[config.mk]
export PLATFORM = sky130hd
export DESIGN_NAME = control_sequencer
export DESIGN_NICKNAME = d
export VERILOG_FILES = /design/src/rtl/control_sequencer_pkg.sv /design/src/rtl/control_sequencer_cs_decode.sv /design/src/rtl/control_sequencer.sv
export SDC_FILE = /design/constraint.sdc
export NUM_CORES = 1
export LEC_CHECK = 0
export ABC_AREA = 1
export BUFFER_PORTS_ARGS = -buffer_cell sky130_fd_sc_hd__buf_2
export CORE_MARGIN = 2
export CORE_UTILIZATION = 47
export DETAILED_ROUTE_END_ITERATION = 10
export GPL_ROUTABILITY_DRIVEN = 0
export PLACE_DENSITY_LB_ADDON = 0.3
export SYNTH_ARGS = -nofsm -noshare
export SYNTH_HDL_FRONTEND = slang
export SYNTH_SLANG_ARGS = --single-unit
[constraint.sdc]
create_clock -name clock -period 1.7 [get_ports clock]
set_input_delay 0.17 -clock clock [delete_from_list [all_inputs] [get_ports clock]]
set_output_delay 0.17 -clock clock [all_outputs]
set_load 0.1 [all_outputs]
[src/rtl/control_sequencer_pkg.sv]
// Shared constants for the DataPath control sequencer: state encoding,
// opcode values, opcode classes and the decoded control-word layout.
package control_sequencer_pkg;

    localparam int              OP_W       = 5;
    localparam logic [OP_W-1:0] ADD_OP_DEF = 5'b00011;

    typedef enum logic [3:0] {
        ST_RST  = 4'd0,
        ST_T0   = 4'd1,
        ST_T1   = 4'd2,
        ST_T2   = 4'd3,
        ST_T3   = 4'd4,
        ST_T4   = 4'd5,
        ST_T5   = 4'd6,
        ST_T6   = 4'd7,
        ST_T7   = 4'd8,
        ST_HALT = 4'd9
    } state_e;

    localparam logic [OP_W-1:0] OP_LD   = 5'b00000;
    localparam logic [OP_W-1:0] OP_LDI  = 5'b00001;
    localparam logic [OP_W-1:0] OP_ST   = 5'b00010;
    localparam logic [OP_W-1:0] OP_ADD  = 5'b00011;
    localparam logic [OP_W-1:0] OP_SUB  = 5'b00100;
    localparam logic [OP_W-1:0] OP_AND  = 5'b00101;
    localparam logic [OP_W-1:0] OP_OR   = 5'b00110;
    localparam logic [OP_W-1:0] OP_ADDI = 5'b01100;
    localparam logic [OP_W-1:0] OP_NOP  = 5'b11010;
    localparam logic [OP_W-1:0] OP_HALT = 5'b11011;

    typedef enum logic [2:0] {
        CLS_LD   = 3'd0,
        CLS_LDI  = 3'd1,
        CLS_ST   = 3'd2,
        CLS_ALU  = 3'd3,
        CLS_ADDI = 3'd4,
        CLS_NOP  = 3'd5,
        CLS_HALT = 3'd6
    } op_cls_e;

    typedef struct packed {
        logic pc_out;
        logic mar_in;
        logic inc_pc;
        logic rz_in;
        logic rzlo_out;
        logic pc_in;
        logic read;
        logic write;
        logic mdr_in;
        logic mdr_out;
        logic ir_in;
        logic ry_in;
        logic c_out;
        logic gra;
        logic grb;
        logic grc;
        logic rin;
        logic rout;
        logic ba_out;
        logic run;
    } ctrl_t;

    // Undefined opcodes fold into the halt class so they stop the machine.
    function automatic op_cls_e op_class(input logic [OP_W-1:0] op);
        op_cls_e cls;
        case (op)
            OP_LD:   cls = CLS_LD;
            OP_LDI:  cls = CLS_LDI;
            OP_ST:   cls = CLS_ST;
            OP_ADD, OP_SUB, OP_AND, OP_OR: cls = CLS_ALU;
            OP_ADDI: cls = CLS_ADDI;
            OP_NOP:  cls = CLS_NOP;
            default: cls = CLS_HALT;
        endcase
        return cls;
    endfunction

endpackage

[src/rtl/control_sequencer_cs_decode.sv]
// Purely combinational decoder: current state plus latched opcode to the
// full DataPath control word and ALU operation.
module cs_decode
    import control_sequencer_pkg::*;
#(
    parameter int              OPW    = OP_W,
    parameter logic [OPW-1:0]  ADD_OP = ADD_OP_DEF
) (
    input  state_e           state_i,
    input  logic [OPW-1:0]   op_i,
    output ctrl_t            ctrl_o,
    output logic [OPW-1:0]   ops_o
);

    op_cls_e cls_s;

    // Control word decode; everything not named for a state stays low.
    always_comb begin
        ctrl_o = '0;
        ops_o  = '0;
        cls_s  = op_class(op_i);
        ctrl_o.run = (state_i != ST_RST) && (state_i != ST_HALT);
        case (state_i)
            ST_T0: begin
                ctrl_o.pc_out = 1'b1; ctrl_o.mar_in = 1'b1;
                ctrl_o.inc_pc = 1'b1; ctrl_o.rz_in  = 1'b1;
            end
            ST_T1: begin
                ctrl_o.rzlo_out = 1'b1; ctrl_o.pc_in  = 1'b1;
                ctrl_o.read     = 1'b1; ctrl_o.mdr_in = 1'b1;
            end
            ST_T2: begin
                ctrl_o.mdr_out = 1'b1; ctrl_o.ir_in = 1'b1;
            end
            ST_T3: begin
                case (cls_s)
                    CLS_LD, CLS_LDI, CLS_ST: begin
                        ctrl_o.grb = 1'b1; ctrl_o.ba_out = 1'b1; ctrl_o.ry_in = 1'b1;
                    end
                    CLS_ALU, CLS_ADDI: begin
                        ctrl_o.grb = 1'b1; ctrl_o.rout = 1'b1; ctrl_o.ry_in = 1'b1;
                    end
                    default: ctrl_o.ry_in = 1'b0;
                endcase
            end
            ST_T4: begin
                case (cls_s)
                    CLS_LD, CLS_LDI, CLS_ST, CLS_ADDI: begin
                        ctrl_o.c_out = 1'b1; ctrl_o.rz_in = 1'b1; ops_o = ADD_OP;
                    end
                    CLS_ALU: begin
                        ctrl_o.grc = 1'b1; ctrl_o.rout = 1'b1; ctrl_o.rz_in = 1'b1;
                        ops_o = op_i;
                    end
                    default: ops_o = '0;
                endcase
            end
            ST_T5: begin
                case (cls_s)
                    CLS_LD, CLS_ST: begin
                        ctrl_o.rzlo_out = 1'b1; ctrl_o.mar_in = 1'b1;
                    end
                    CLS_LDI, CLS_ALU, CLS_ADDI: begin
                        ctrl_o.rzlo_out = 1'b1; ctrl_o.gra = 1'b1; ctrl_o.rin = 1'b1;
                    end
                    default: ctrl_o.rin = 1'b0;
                endcase
            end
            ST_T6: begin
                case (cls_s)
                    CLS_LD: begin
                        ctrl_o.read = 1'b1; ctrl_o.mdr_in = 1'b1;
                    end
                    // Read stays low so MDR takes the register value off the bus.
                    CLS_ST: begin
                        ctrl_o.gra = 1'b1; ctrl_o.rout = 1'b1; ctrl_o.mdr_in = 1'b1;
                    end
                    default: ctrl_o.mdr_in = 1'b0;
                endcase
            end
            ST_T7: begin
                case (cls_s)
                    CLS_LD: begin
                        ctrl_o.mdr_out = 1'b1; ctrl_o.gra = 1'b1; ctrl_o.rin = 1'b1;
                    end
                    CLS_ST:  ctrl_o.write = 1'b1;
                    default: ctrl_o.write = 1'b0;
                endcase
            end
            default: ctrl_o.run = 1'b0;
        endcase
    end

endmodule

[src/rtl/control_sequencer.sv]
// Moore sequencer for the single-bus DataPath: state register, opcode latch
// and next-state logic; control lines come from cs_decode.
module control_sequencer
    import control_sequencer_pkg::*;
#(
    parameter int              OPW    = OP_W,
    parameter logic [OPW-1:0]  ADD_OP = ADD_OP_DEF
) (
    input  logic            clock,
    input  logic            clear,
    input  logic [OPW-1:0]  ir_op,
    input  logic            mem_ready,
    output logic            PCout,
    output logic            MARin,
    output logic            IncPC,
    output logic            RZin,
    output logic            RZLOout,
    output logic            PCin,
    output logic            Read,
    output logic            Write,
    output logic            MDRin,
    output logic            MDRout,
    output logic            IRin,
    output logic            RYin,
    output logic            Cout,
    output logic            gra,
    output logic            grb,
    output logic            grc,
    output logic            rin,
    output logic            rout,
    output logic            BAout,
    output logic [OPW-1:0]  ops,
    output logic            run,
    output logic [3:0]      state_dbg
);

    state_e          state_q, state_d;
    logic [OPW-1:0]  op_q, op_d;
    ctrl_t           ctrl_s;
    op_cls_e         cur_cls_s, live_cls_s;

    // Next-state and opcode-latch logic.
    always_comb begin
        state_d    = state_q;
        op_d       = op_q;
        cur_cls_s  = op_class(op_q);
        live_cls_s = op_class(ir_op);
        case (state_q)
            ST_RST: state_d = ST_T0;
            ST_T0:  state_d = ST_T1;
            ST_T1:  state_d = mem_ready ? ST_T2 : ST_T1;
            ST_T2: begin
                case (live_cls_s)
                    CLS_NOP:  state_d = ST_T0;
                    CLS_HALT: state_d = ST_HALT;
                    default:  state_d = ST_T3;
                endcase
            end
            ST_T3: state_d = ST_T4;
            ST_T4: state_d = ST_T5;
            ST_T5: begin
                case (cur_cls_s)
                    CLS_LD, CLS_ST:             state_d = ST_T6;
                    CLS_LDI, CLS_ALU, CLS_ADDI: state_d = ST_T0;
                    default:                    state_d = ST_HALT;
                endcase
            end
            ST_T6: begin
                case (cur_cls_s)
                    CLS_LD:  state_d = mem_ready ? ST_T7 : ST_T6;
                    CLS_ST:  state_d = ST_T7;
                    default: state_d = ST_HALT;
                endcase
            end
            ST_T7: begin
                case (cur_cls_s)
                    CLS_LD:  state_d = ST_T0;
                    CLS_ST:  state_d = mem_ready ? ST_T0 : ST_T7;
                    default: state_d = ST_HALT;
                endcase
            end
            ST_HALT: state_d = ST_HALT;
            default: state_d = ST_HALT;
        endcase
        if ((state_q == ST_T2) && (state_d == ST_T3)) begin
            op_d = ir_op;
        end else begin
            op_d = op_q;
        end
    end

    // State register and opcode latch.
    always_ff @(posedge clock or negedge clear) begin
        if (!clear) begin
            state_q <= ST_RST;
            op_q    <= '0;
        end else begin
            state_q <= state_d;
            op_q    <= op_d;
        end
    end

    cs_decode #(
        .OPW    (OPW),
        .ADD_OP (ADD_OP)
    ) u_decode (
        .state_i (state_q),
        .op_i    (op_q),
        .ctrl_o  (ctrl_s),
        .ops_o   (ops)
    );

    assign PCout     = ctrl_s.pc_out;
    assign MARin     = ctrl_s.mar_in;
    assign IncPC     = ctrl_s.inc_pc;
    assign RZin      = ctrl_s.rz_in;
    assign RZLOout   = ctrl_s.rzlo_out;
    assign PCin      = ctrl_s.pc_in;
    assign Read      = ctrl_s.read;
    assign Write     = ctrl_s.write;
    assign MDRin     = ctrl_s.mdr_in;
    assign MDRout    = ctrl_s.mdr_out;
    assign IRin      = ctrl_s.ir_in;
    assign RYin      = ctrl_s.ry_in;
    assign Cout      = ctrl_s.c_out;
    assign gra       = ctrl_s.gra;
    assign grb       = ctrl_s.grb;
    assign grc       = ctrl_s.grc;
    assign rin       = ctrl_s.rin;
    assign rout      = ctrl_s.rout;
    assign BAout     = ctrl_s.ba_out;
    assign run       = ctrl_s.run;
    assign state_dbg = state_q;

endmodule
==> summary.md, run 1 <==
| Metric | Value |
|---|---|
| Post-synthesis sequential area ratio | between 20% and 30% |
| Row count | 15 |
| Most used DFF post-synth | dfrtp_1 |
| Syn_area_per_cell | 5.847 um^2 |
| Cell Area, Synth | between 900 and 1000 um^2 |
| Die Ht | between 40 and 50 um |
| I/O Pins | 37 |
| Exit stage | detailed placement |
| Async set or reset register ratio after synthesis | 100.0% |
| Number of synthesized register bits | 9 |
| Port bufs | 34 |
| Post-synth EDFFs | 0 |
| Mapped Cells | 156 |
| Die Wd | approximately 48 um |
| Initial Util | between 50 and 60% |
| Yosys cell types | 22 |
| Error msg | [ERROR DPL-0038] Utilization greater than 100%, impossible to legalize |
| Ys Warns | 0 |
| Status | aborted with a tool error |
## logic make-up after synthesis
family                 Yosys count  share of synthesized area [%]
flip-flops                       9                          24.69
buffers and inverters           38                          17.28
AND/OR/NAND/NOR                 91                          47.87
other                            1                         0.4111
AO/OA/AOI/OAI                   17                          9.740
## synth_stat cells (2+ instances only)
master,instances,share of area (%)
a21oi_1,4,2.2
buf_4,4,3.3
dfrtp_1,9,25
inv_1,28,12
inv_2,6,2.5
nand2_1,38,16
nand3_1,10,5.5
nand3_2,2,2.2
nand4_1,8,5.5
nor2_1,20,8.2
nor2_2,5,3.4
nor3_1,3,1.6
o21ai_0,6,3.3
o21ai_1,5,2.7
## stage by stage
step	setup slack, ns	instances	hold WS [ns]	TNS [ns]	cell area, um^2
3_3_place_gp	0.03073	229	0.02066	0	1809
2_1_floorplan	-0.6463	157	-0.1256	-6.654	1165
==> run 2: changes to the inputs <==
CORE_AREA = 2 2 63 65   (was unset)
CORE_MARGIN = unset   (was 2)
CORE_UTILIZATION = unset   (was 47)
DIE_AREA = 0 0 65 67   (was unset)
PLACE_DENSITY_LB_ADDON = 0.15   (was 0.3)
==> run 2 against run 1 <==
  * The flow now finishes, with violations (setup timing)
  * Synthesized cell count is the same
  * Area after synthesis stayed put
==> summary.md, run 2 <==
| Metric | Value |
|---|---|
| PD cells | between 200 and 250 nW/um^2 |
| Yosys cell types | 22 |
| GRT Resource Usage Total | 16.11% |
| Biggest register | op_q |
| Final nets | about 240 |
| Max reg flops | 5 |
| Die Wd | around 65 um |
| Clock share of power | between 40% and 50% |
| Fin. Hold Viols | 0 |
| Final setup TNS | -3.057 ns |
| I/O Pins | 37 |
| Switching Share | a little under a quarter |
| Ys Warns | 0 |
| Antenna Cells | 0 |
| Largest cells by area after synthesis | dfrtp_1, nand2_1, inv_1 |
| # DRC | 0 |
| Setup crit end kind | output pin |
| Row count | 22 |
| P_sw | 0.1133 mW |
| Area Overhead vs Synth | 154.6% |
| Peak VDD IR | ~0.31 mV |
| Max incr delay on CP | around 0.47 ns |
| Vias in the first global route | roughly 1,200 |
| Most used DFF post-synth | dfrtp_1 |
| Fillers | about 280 |
| Pre-CTS setup slack | -0.04373 ns |
| Combinational share of power | between 10% and 20% |
| Die Ht | approximately 67 um |
| Crit path max-delay family | simple AND/OR/NAND/NOR gates |
| Initial antenna violation count | 0 |
| Final non-filler cell total | 282 |
| CTS tree | built |
| DR WL/cell | about 12 um |
| Commonest non-fill, non-tap cell in the layout | buf_4 |
| F_max | between 0.5 and 0.6 GHz |
| Leakage Power | approximately 1.0 nW |
| Async set or reset register ratio after synthesis | 100.0% |
| Power Total | 0.5025 mW |
| Fin crit share | 114.3% |
| Count leader, synth | nand2_1 |
| Final worst slack | -0.2426 ns |
| HP Class | in2reg |
| Share of power burned in registers | between 40% and 50% |
| Top cells by count, synth | nand2_1, inv_1, nor2_1 |
| Final setup violation count | 20 |
| Clock-pin slew on the worst setup and hold paths | 0.04 ns |
| Worst setup path class | reg2out |
| CTS H-tree lvls | 1 |
| Vias | about 1,300 |
| Fin Clk Skew | 0.0005946 ns |
| Final WL | ~3400 um |
| Dpl cells | between 200 and 300 |
| Most frequent cells in the layout | buf_4, buf_12, nand2_1 |
| Clock Latency Late Sink | around 0.23 ns |
| Gr ovfl total | 0 |
| Final Slew Violations | 0 |
| Post-DRT Antenna Nets | 0 |
| Drt first pass iters | 4 |
| Startpoint Class | register |
| Post-DP HPWL | 2511 um |
| RSZ-0062 raised after global routing | true |
| TritonCTS Sinks | 9 |
| Mapped Cells | 156 |
| CTS Buffer Depth | 2 |
| Status | finished, violations left |
| Core footprint | roughly 3600 um^2 |
| P_int | 0.3892 mW |
| Cell Area, Synth | roughly 910 um^2 |
| DR iter-0 viols | 23 |
| Post-route minimum period | between 1.5 and 2 ns |
| Area fraction of the dominant cell type after synthesis | approximately 25% |
| Total CTS buffers | 3 |
| CP Max Fanout | 5 |
| Initial Util | about 25% |
| Post-synthesis sequential area ratio | 24.69% |
| Vias/cell | 4.585 |
| Share of cells above drive strength 1 | about 70% |
| Die area | 4355 um^2 |
| Max-cap check violation count | 0 |
| Post-synth EDFFs | 0 |
| Critical Path, Cell by Cell | inv_4 > nand2_1 > nand3_2 > buf_4 > nand3_1 > nand2_2 > nand3b_1 > nand2_8 > buf_12 |
| Largest area contributor in the netlist | dfrtp_1 |
| Port bufs | 34 |
| Syn_area_per_cell | between 5 and 6 um^2 |
| Number of synthesized register bits | 9 |
| Critical path required time | about 1.5 ns |
| Failing checks | setup timing |
| Worst path bufs/invs | 3 |
| First-pass GRT wire length | 5444 um |
| CP Data Arrival Time | 1.77 ns |
| Root buf cell | clkbuf_8 |
| Largest net degree at the start of global routing | 10 |
| Cell at the slowest stage of the critical path | dfrtp_2 |
run 2: cell families (layout without fill, tap and decap cells):
family          after synthesis  in the layout  share of synthesized area (%)
simple gates                 91             91                          47.87
other cells                   1              2                         0.4111
flops                         9              9                          24.69
compound gates               17             17                          9.740
buf+inv                      38            115                          17.28
run 2: worst paths after layout:
path / start / to / slack [ns] / depth (start not counted)
hold / removal: ir_op[0] / op_q[0]$_DFFE_PN0P_ / 0.20 / 3
setup / recovery: op_q[2]$_DFFE_PN0P_ / rout / -0.24 / 9
hold reg to reg: op_q[2]$_DFFE_PN0P_ / op_q[2]$_DFFE_PN0P_ / 0.65 / 2
min in group asynchronous: clear / state_dbg[1]$_DFF_PN0_ / 0.31 / 2
max in group asynchronous: clear / state_dbg[0]$_DFF_PN0_ / 1.20 / 2
setup reg to reg: op_q[2]$_DFFE_PN0P_ / state_dbg[0]$_DFF_PN0_ / -0.01 / 8
run 2: final cells by class:
class	count	area, um^2	area share, %
multi-input combinational	110	918.4	39.55
clock buffer	4	45.04	1.940
timing repair buffer	77	907.1	39.06
inverter	34	145.1	6.250
sequential	9	246.5	10.61
tap	48	60.06	2.586
run 2: per-layer routing:
metal	wire length (um)	part of all wire [%]	up-vias	GRT usage, %
li1	-	-	649	-
met3	169	5.0	6	1.858
met2	1879	55	42	32.60
met5	0	0	-	0
met1	1304	38	596	17.08
met4	49	1.4	0	5.053
run 2: metrics by stage:
stage                     hold WS (ns)  instance area [um^2]  util [%]
after CTS                       0.1925                  2158     59.85
after global routing            0.2386                  2322     64.40
after global placement         0.02179                  1868     51.80
final                           0.1953                  2322     64.40
after floorplan                -0.1256                  1165         -
after detailed placement       0.02436                  1868     51.80
run 2: repair_timing:
action	CTS	global route
hold endpoints to repair	9	0
pin swaps	21	12
hold buffers	1	0
endpoints found under the setup margin	21	24
gates resized for setup	40	27
setup buffers	15	7
run 2: power groups by stage:
stage	combinational, mW	clock (mW)	sequential, mW
after floorplan	0.0334	0	0.218
after global placement	0.0469	0	0.218
after detailed placement	0.0485	0	0.218
after CTS	0.0503	0.243	0.215
after global routing	0.0553	0.259	0.215
final	0.0509	0.237	0.215
run 2: worst register-to-register path, cell delays in order (launching register included):
cell and delay, ns:
dfrtp_2 0.47, nor2_4 0.14, nand4_1 0.23, nor2_2 0.22, buf_6 0.13, inv_4 0.04, buf_6 0.11, o21ai_4 0.15
nand3_2 0.09
Note: power is estimated with default switching activity, not from simulation.
==> run 3: changes to the inputs <==
PLACE_DENSITY = 0.44   (was unset)
PLACE_DENSITY_LB_ADDON = unset   (was 0.15)
==> run 3 against run 2 <==
  * The run still ends with setup timing left
  * Sequential share of layout area up 0.74 points
  * Die area unchanged
  * Count of clock-buffer cells in the layout unchanged
  * Flip-flop and latch count unchanged
  * Critical path type unchanged
  * Highest routed layer unchanged
==> summary.md, run 3 (synthesis results as in run 2) <==
| Metric | Value |
|---|---|
| Final setup violation count | 20 |
| Most frequent cells in the layout | buf_12, buf_4, nand2_1 |
| HP Class | in2reg |
| Hold slack | roughly 0.20 ns |
| Worst reg2reg endpoint | state_dbg[1]$_DFF_PN0_ |
| Root buf cell | clkbuf_8 |
| Fin Clk Skew | 0.0006964 ns |
| Area Overhead vs Synth | 136.8% |
| Row count | 22 |
| # DRC | 0 |
| Vias in the first global route | between 1,000 and 1,500 |
| Die area | 4355 um^2 |
| Port bufs | 34 |
| CP Data Arrival Time | ~1.7 ns |
| CTS Buffer Depth | 2 |
| Dpl cells | 253 |
| Biggest register | op_q |
| GRT Resource Usage Total | around 17% |
| Final worst slack | -0.2033 ns |
| Status | finished, violations left |
| Max-cap check violation count | 0 |
| Final non-filler cell total | 271 |
| Share of cells above drive strength 1 | 64.57% |
| Final nets | around 230 |
| Clock Latency Late Sink | 0.23 ns |
| Clock-pin slew on the worst setup and hold paths | roughly 0.04 ns |
| Critical path required time | roughly 1.5 ns |
| Leakage Power | 0.9659 nW |
| Post-DRT Antenna Nets | 0 |
| First-pass GRT wire length | 5664 um |
| Pre-CTS setup slack | -0.03478 ns |
| Flop2flop setup slack | about 0.12 ns |
| Fin. Hold Viols | 0 |
| TritonCTS Sinks | 9 |
| DR WL/cell | between 10 and 15 um |
| Drt first pass iters | 4 |
| Post-DP HPWL | 2614 um |
| Failing checks | setup timing |
| Gr ovfl total | 0 |
| Total CTS buffers | 3 |
| Area after DPL | 1846 um^2 |
| Peak VDD IR | ~0.34 mV |
| Largest net degree at the start of global routing | 10 |
| F_max | about 0.53 GHz |
| Design area | between 2000 and 2500 um^2 |
| Post-route minimum period | between 1.5 and 2 ns |
| RSZ-0062 raised after global routing | true |
| CTS H-tree lvls | 1 |
| Commonest non-fill, non-tap cell in the layout | buf_12 |
| Setup crit end kind | output pin |
| Die Wd | between 60 and 70 um |
| PD cells | 233.8 nW/um^2 |
| DR iter-0 viols | 23 |
| Fillers | 336 |
| Final WL | between 3000 and 4000 um |
| Reg2reg path depth | 7 |
| Max reg flops | 5 |
| Fin crit share | 112.0% |
| Crit path to | rout |
| Final Slew Violations | 0 |
| Startpoint Class | register |
| Initial antenna violation count | 0 |
| Antenna Cells | 0 |
| Vias/cell | between 4 and 5 |
| Die Ht | between 60 and 70 um |
| Worst setup path class | reg2out |
| Initial Util | approximately a quarter |
| I/O Pins | 37 |
| CP Launch Point | op_q[4]$_DFFE_PN0P_ |
| FF-to-FF Start | op_q[2]$_DFFE_PN0P_ |
| Core footprint | roughly 3600 um^2 |
| Vias | 1,221 |
| CP Max Fanout | 4 |
| CTS tree | built |
==> run 3: cell count changes in the layout (fill, tap and decap cells not counted), moves of 4 or more <==
cell / delta
inv_1: +4
buf_6: -4
buf_4: -6
nor2_4: -4
inv_2: -4
==> run 3: metal layers <==
| metal | global-route usage, % | up-vias | routed length (um) |
|---|---|---|---|
| met1 | 19.69 | 558 | 1298 |
| met2 | 29.64 | 36 | 1693 |
| met4 | 7.713 | 0 | 47 |
| li1 | - | 622 | - |
| met5 | 0 | - | 0 |
| met3 | 2.534 | 5 | 171 |
==> run 3: area by class of cell <==
type | instances | area (um^2) | share of cell area (%)
clock buffers | 4 | 45.04 | 2.086
inverters | 34 | 145.1 | 6.721
multi-input cells | 110 | 867.1 | 40.15
flip-flops and latches | 9 | 245.2 | 11.36
well taps | 48 | 60.06 | 2.781
repair buffers | 66 | 797.0 | 36.91
==> run 3: per-stage QoR <==
step | power [mW] | TNS (ns) | utilization (%)
finish | 0.5049 | -2.413 | 59.89
global route | 0.5304 | -4.184 | 59.89
CTS | 0.5171 | -2.765 | 57.77
detailed placement | 0.2668 | -0.04894 | 51.18
global placement | 0.2653 | 0 | 51.18
floorplan | 0.2517 | -6.654 | -
==> run 3: power breakdown <==
part | switching, mW | total [mW] | internal, mW
logic | 0.0381 | 0.0497 | 0.0117
registers | 0 | 0.215 | 0.215
clock network | 0.0773 | 0.240 | 0.163
total | 0.115 | 0.505 | 0.389
==> run 3: how the worst min path moves through the flow <==
stage | from | to | slack [ns] | cells after the start
after floorplan | clear | op_q[0]$_DFFE_PN0P_ | -0.13 | 0
after global placement | clear | op_q[3]$_DFFE_PN0P_ | 0.02 | 1
after detailed placement | clear | op_q[3]$_DFFE_PN0P_ | 0.03 | 1
after CTS | ir_op[0] | op_q[0]$_DFFE_PN0P_ | 0.19 | 3
after global routing | ir_op[0] | op_q[0]$_DFFE_PN0P_ | 0.25 | 3
final | ir_op[0] | op_q[0]$_DFFE_PN0P_ | 0.20 | 3
==> run 3: repair_timing <==
item,CTS,global route
setup buffers,10,4
endpoints found under the hold margin,9,0
setup endpoints to repair,21,24
pin swaps,17,11
hold buffers,1,0
resized for setup,35,13
==> run 3: critical path: stages, from the launching register on <==
cell	delay, ns
dfrtp_1	0.41
nor2_1	0.12
o21ai_1	0.08
nor2_2	0.19
nand3_2	0.11
nand2_2	0.11
nand3b_1	0.19
nand2_8	0.11
buf_12	0.17
==> run 4: changes to the inputs <==
ABC_AREA = unset   (was 1)
PLACE_DENSITY = 0.45   (was 0.44)
==> run 4 against run 3 <==
  * The run still ends with setup timing left
  * Fmax decreased by 9.3%
  * Hold slack better by 0.018 ns
  * Combinational power grew to 85 times the previous value
  * Via count is the same
  * Cell area is 13% higher
  * First-iteration DRC count is 17% higher
==> summary.md, run 4 <==
| Metric | Value |
|---|---|
| Crit path to | rin |
| Largest area contributor in the netlist | dfrtp_1 |
| CTS Buffer Depth | 2 |
| Leakage Power | 1.073 nW |
| CP Data Arrival Time | between 1.5 and 2 ns |
| F_max | between 0.4 and 0.5 GHz |
| TritonCTS Sinks | 9 |
| Clock-pin slew on the worst setup and hold paths | approximately 0.05 ns |
| Setup crit end kind | output pin |
| Startpoint Class | register |
| Hold Path Stages | 2 |
| HP Start | ir_op[1] |
| Fin. Hold Viols | 0 |
| Area fraction of the dominant cell type after synthesis | about a quarter |
| Max reg flops | 5 |
| Most frequent cells in the layout | buf_4, buf_12, buf_6 |
| Max incr delay on CP | approximately 0.57 ns |
| Post-synthesis sequential area ratio | approximately a quarter |
| Port bufs | 34 |
| First-pass GRT wire length | 5478 um |
| Vias | between 1,000 and 1,500 |
| Commonest non-fill, non-tap cell in the layout | buf_4 |
| Final setup TNS | -5.795 ns |
| Critical Path, Cell by Cell | or4b_4 > or3_4 > nand2_8 > buf_12 |
| Share of cells above drive strength 1 | 73.33% |
| Largest net degree at the start of global routing | 13 |
| Biggest register | op_q |
| Post-DP HPWL | about 2500 um |
| Final worst slack | -0.3975 ns |
| Initial antenna violation count | 0 |
| Die Wd | 65 um |
| Reg2reg path depth | 6 |
| Mapped Cells | between 100 and 150 |
| Number of synthesized register bits | 9 |
| Post-route minimum period | roughly 2.1 ns |
| Initial Util | about a quarter |
| Area Overhead vs Synth | 156.6% |
| CP Max Fanout | 4 |
| Drt first pass iters | 4 |
| Yosys cell types | 43 |
| Syn_area_per_cell | 7.391 um^2 |
| I/O Pins | 37 |
| Status | finished, violations left |
| Final nets | 219 |
| Antenna Cells | 0 |
| Max-cap check violation count | 0 |
| Worst setup path class | reg2out |
| Most used DFF post-synth | dfrtp_1 |
| CP Launch Point | state_dbg[1]$_DFF_PN0_ |
| Peak VDD IR | approximately 0.92 mV |
| Root buf cell | clkbuf_8 |
| Vias in the first global route | around 1,200 |
| Count leader, synth | nand2_1 |
| Core footprint | approximately 3600 um^2 |
| Total CTS buffers | 3 |
| Flop2flop setup slack | -0.19 ns |
| Worst reg2reg endpoint | op_q[2]$_DFFE_PN0P_ |
| CTS tree | built |
| # DRC | 0 |
| Top cells by count, synth | nand2_1, nor2_1, a21oi_1 |
| Largest cells by area after synthesis | dfrtp_1, a21oi_1, nand2_1 |
| Failing checks | setup timing |
| Cell Area, Synth | approximately 950 um^2 |
| CTS H-tree lvls | 1 |
| Fin crit share | 123.4% |
| PD cells | between 2000 and 2500 nW/um^2 |
| Die area | between 4000 and 5000 um^2 |
| Post-synth EDFFs | 0 |
| Vias/cell | ~4.7 |
| Final WL | about 3500 um |
| Ys Warns | 0 |
| Async set or reset register ratio after synthesis | 100.0% |
| Critical path required time | around 1.5 ns |
| Clock Latency Late Sink | approximately 0.23 ns |
| DR WL/cell | approximately 13 um |
| Gr ovfl total | 0 |
| Post-DRT Antenna Nets | 0 |
| Die Ht | 67 um |
| Final setup violation count | 29 |
| Final Slew Violations | 0 |
| GRT Resource Usage Total | 16.22% |
| DR iter-0 viols | 27 |
| FF-to-FF Start | state_dbg[2]$_DFF_PN0_ |
| Cell at the slowest stage of the critical path | or4b_4 |
| Row count | 22 |
| Fillers | ~270 |
| RSZ-0062 raised after global routing | true |
| Fin Clk Skew | 0.004071 ns |
| HP Class | in2reg |
| Power Total | between 4 and 5 mW |
[run 4: cell types whose count changed after synthesis, sizes merged, moves of 4 or more]
| cell | before | now |
|---|---|---|
| nand3 | 12 | 2 |
| nor2 | 26 | 14 |
| nand4 | 9 | 0 |
| buf | 4 | 10 |
| mux2 | 0 | 4 |
| a21oi | 4 | 13 |
| clkbuf | 0 | 4 |
| nand2 | 39 | 15 |
| o21ai | 11 | 7 |
| inv | 34 | 3 |
| nand2b | 0 | 8 |
[run 4: worst min-delay path by stage]
stage	slack, ns	to
floorplan	-0.13	op_q[0]$_DFFE_PN0P_
global placement	0.04	state_dbg[3]$_DFF_PN0_
detailed placement	0.04	op_q[1]$_DFFE_PN0P_
CTS	0.21	op_q[1]$_DFFE_PN0P_
global route	0.23	op_q[1]$_DFFE_PN0P_
finish	0.21	op_q[1]$_DFFE_PN0P_
[run 4: kinds of logic (layout without fill, tap and decap cells)]
logic type,after synthesis,count (layout),synth area share (%)
other,1,2,0.3933
AOI/OAI and AO/OA,37,37,25.72
xor gates and xnor gates,2,2,1.838
and+or+nand+nor,58,58,33.60
DFF,9,9,23.62
muxes,4,4,4.724
buffers and inverters,18,98,10.10
[run 4: report_power, final]
| part | switching [mW] | total, mW | internal [mW] |
|---|---|---|---|
| clock network | 0.0793 | 0.242 | 0.163 |
| registers | 0.132 | 0.465 | 0.332 |
| logic | 2.42 | 4.23 | 1.81 |
[run 4: cell type report]
| type | count | area [um^2] | share of cell area [%] |
|---|---|---|---|
| inverters | 4 | 31.28 | 1.279 |
| clock buffers | 4 | 45.04 | 1.841 |
| repair buffers | 90 | 1046 | 42.76 |
| flip-flops and latches | 9 | 245.2 | 10.03 |
| well taps | 48 | 60.06 | 2.455 |
| multi-input cells | 103 | 1018 | 41.64 |
[run 4: critical path, delay by kind of cell, from the launching register on]
family / cells / cell delay, ns
DFF: 1 / 0.47
buffers and inverters: 1 / 0.16
and+or+nand+nor: 3 / 1.06
[run 4: stage by stage]
stage | hold WS [ns] | util [%] | std cells | instance area (um^2) | setup slack [ns]
global route | 0.2279 | 67.83 | 258 | 2446 | -0.4359
detailed placement | 0.03935 | 55.62 | 236 | 2006 | -0.2183
global placement | 0.03630 | 55.62 | 236 | 2006 | -0.2051
finish | 0.2145 | 67.83 | 258 | 2446 | -0.3975
CTS | 0.2131 | 64.43 | 252 | 2323 | -0.3803
floorplan | -0.1256 | - | 130 | 1267 | -1.288
[run 4: repair_timing]
item                                   4_1_cts  5_1_grt
resized for setup                           41       22
hold buffers                                 1        0
pin swaps                                   10        6
endpoints found under the hold margin        9        0
setup endpoints to repair                   29       30
buffers inserted                            11        8
[run 4: layer usage]
metal  part of all wire [%]  up-vias  track usage (%)
li1                       -      611                -
met1                     41      574            18.75
met2                     54       30            29.51
met3                    3.3        6            3.041
met4                    1.6        0            6.117
met5                      0        -                0
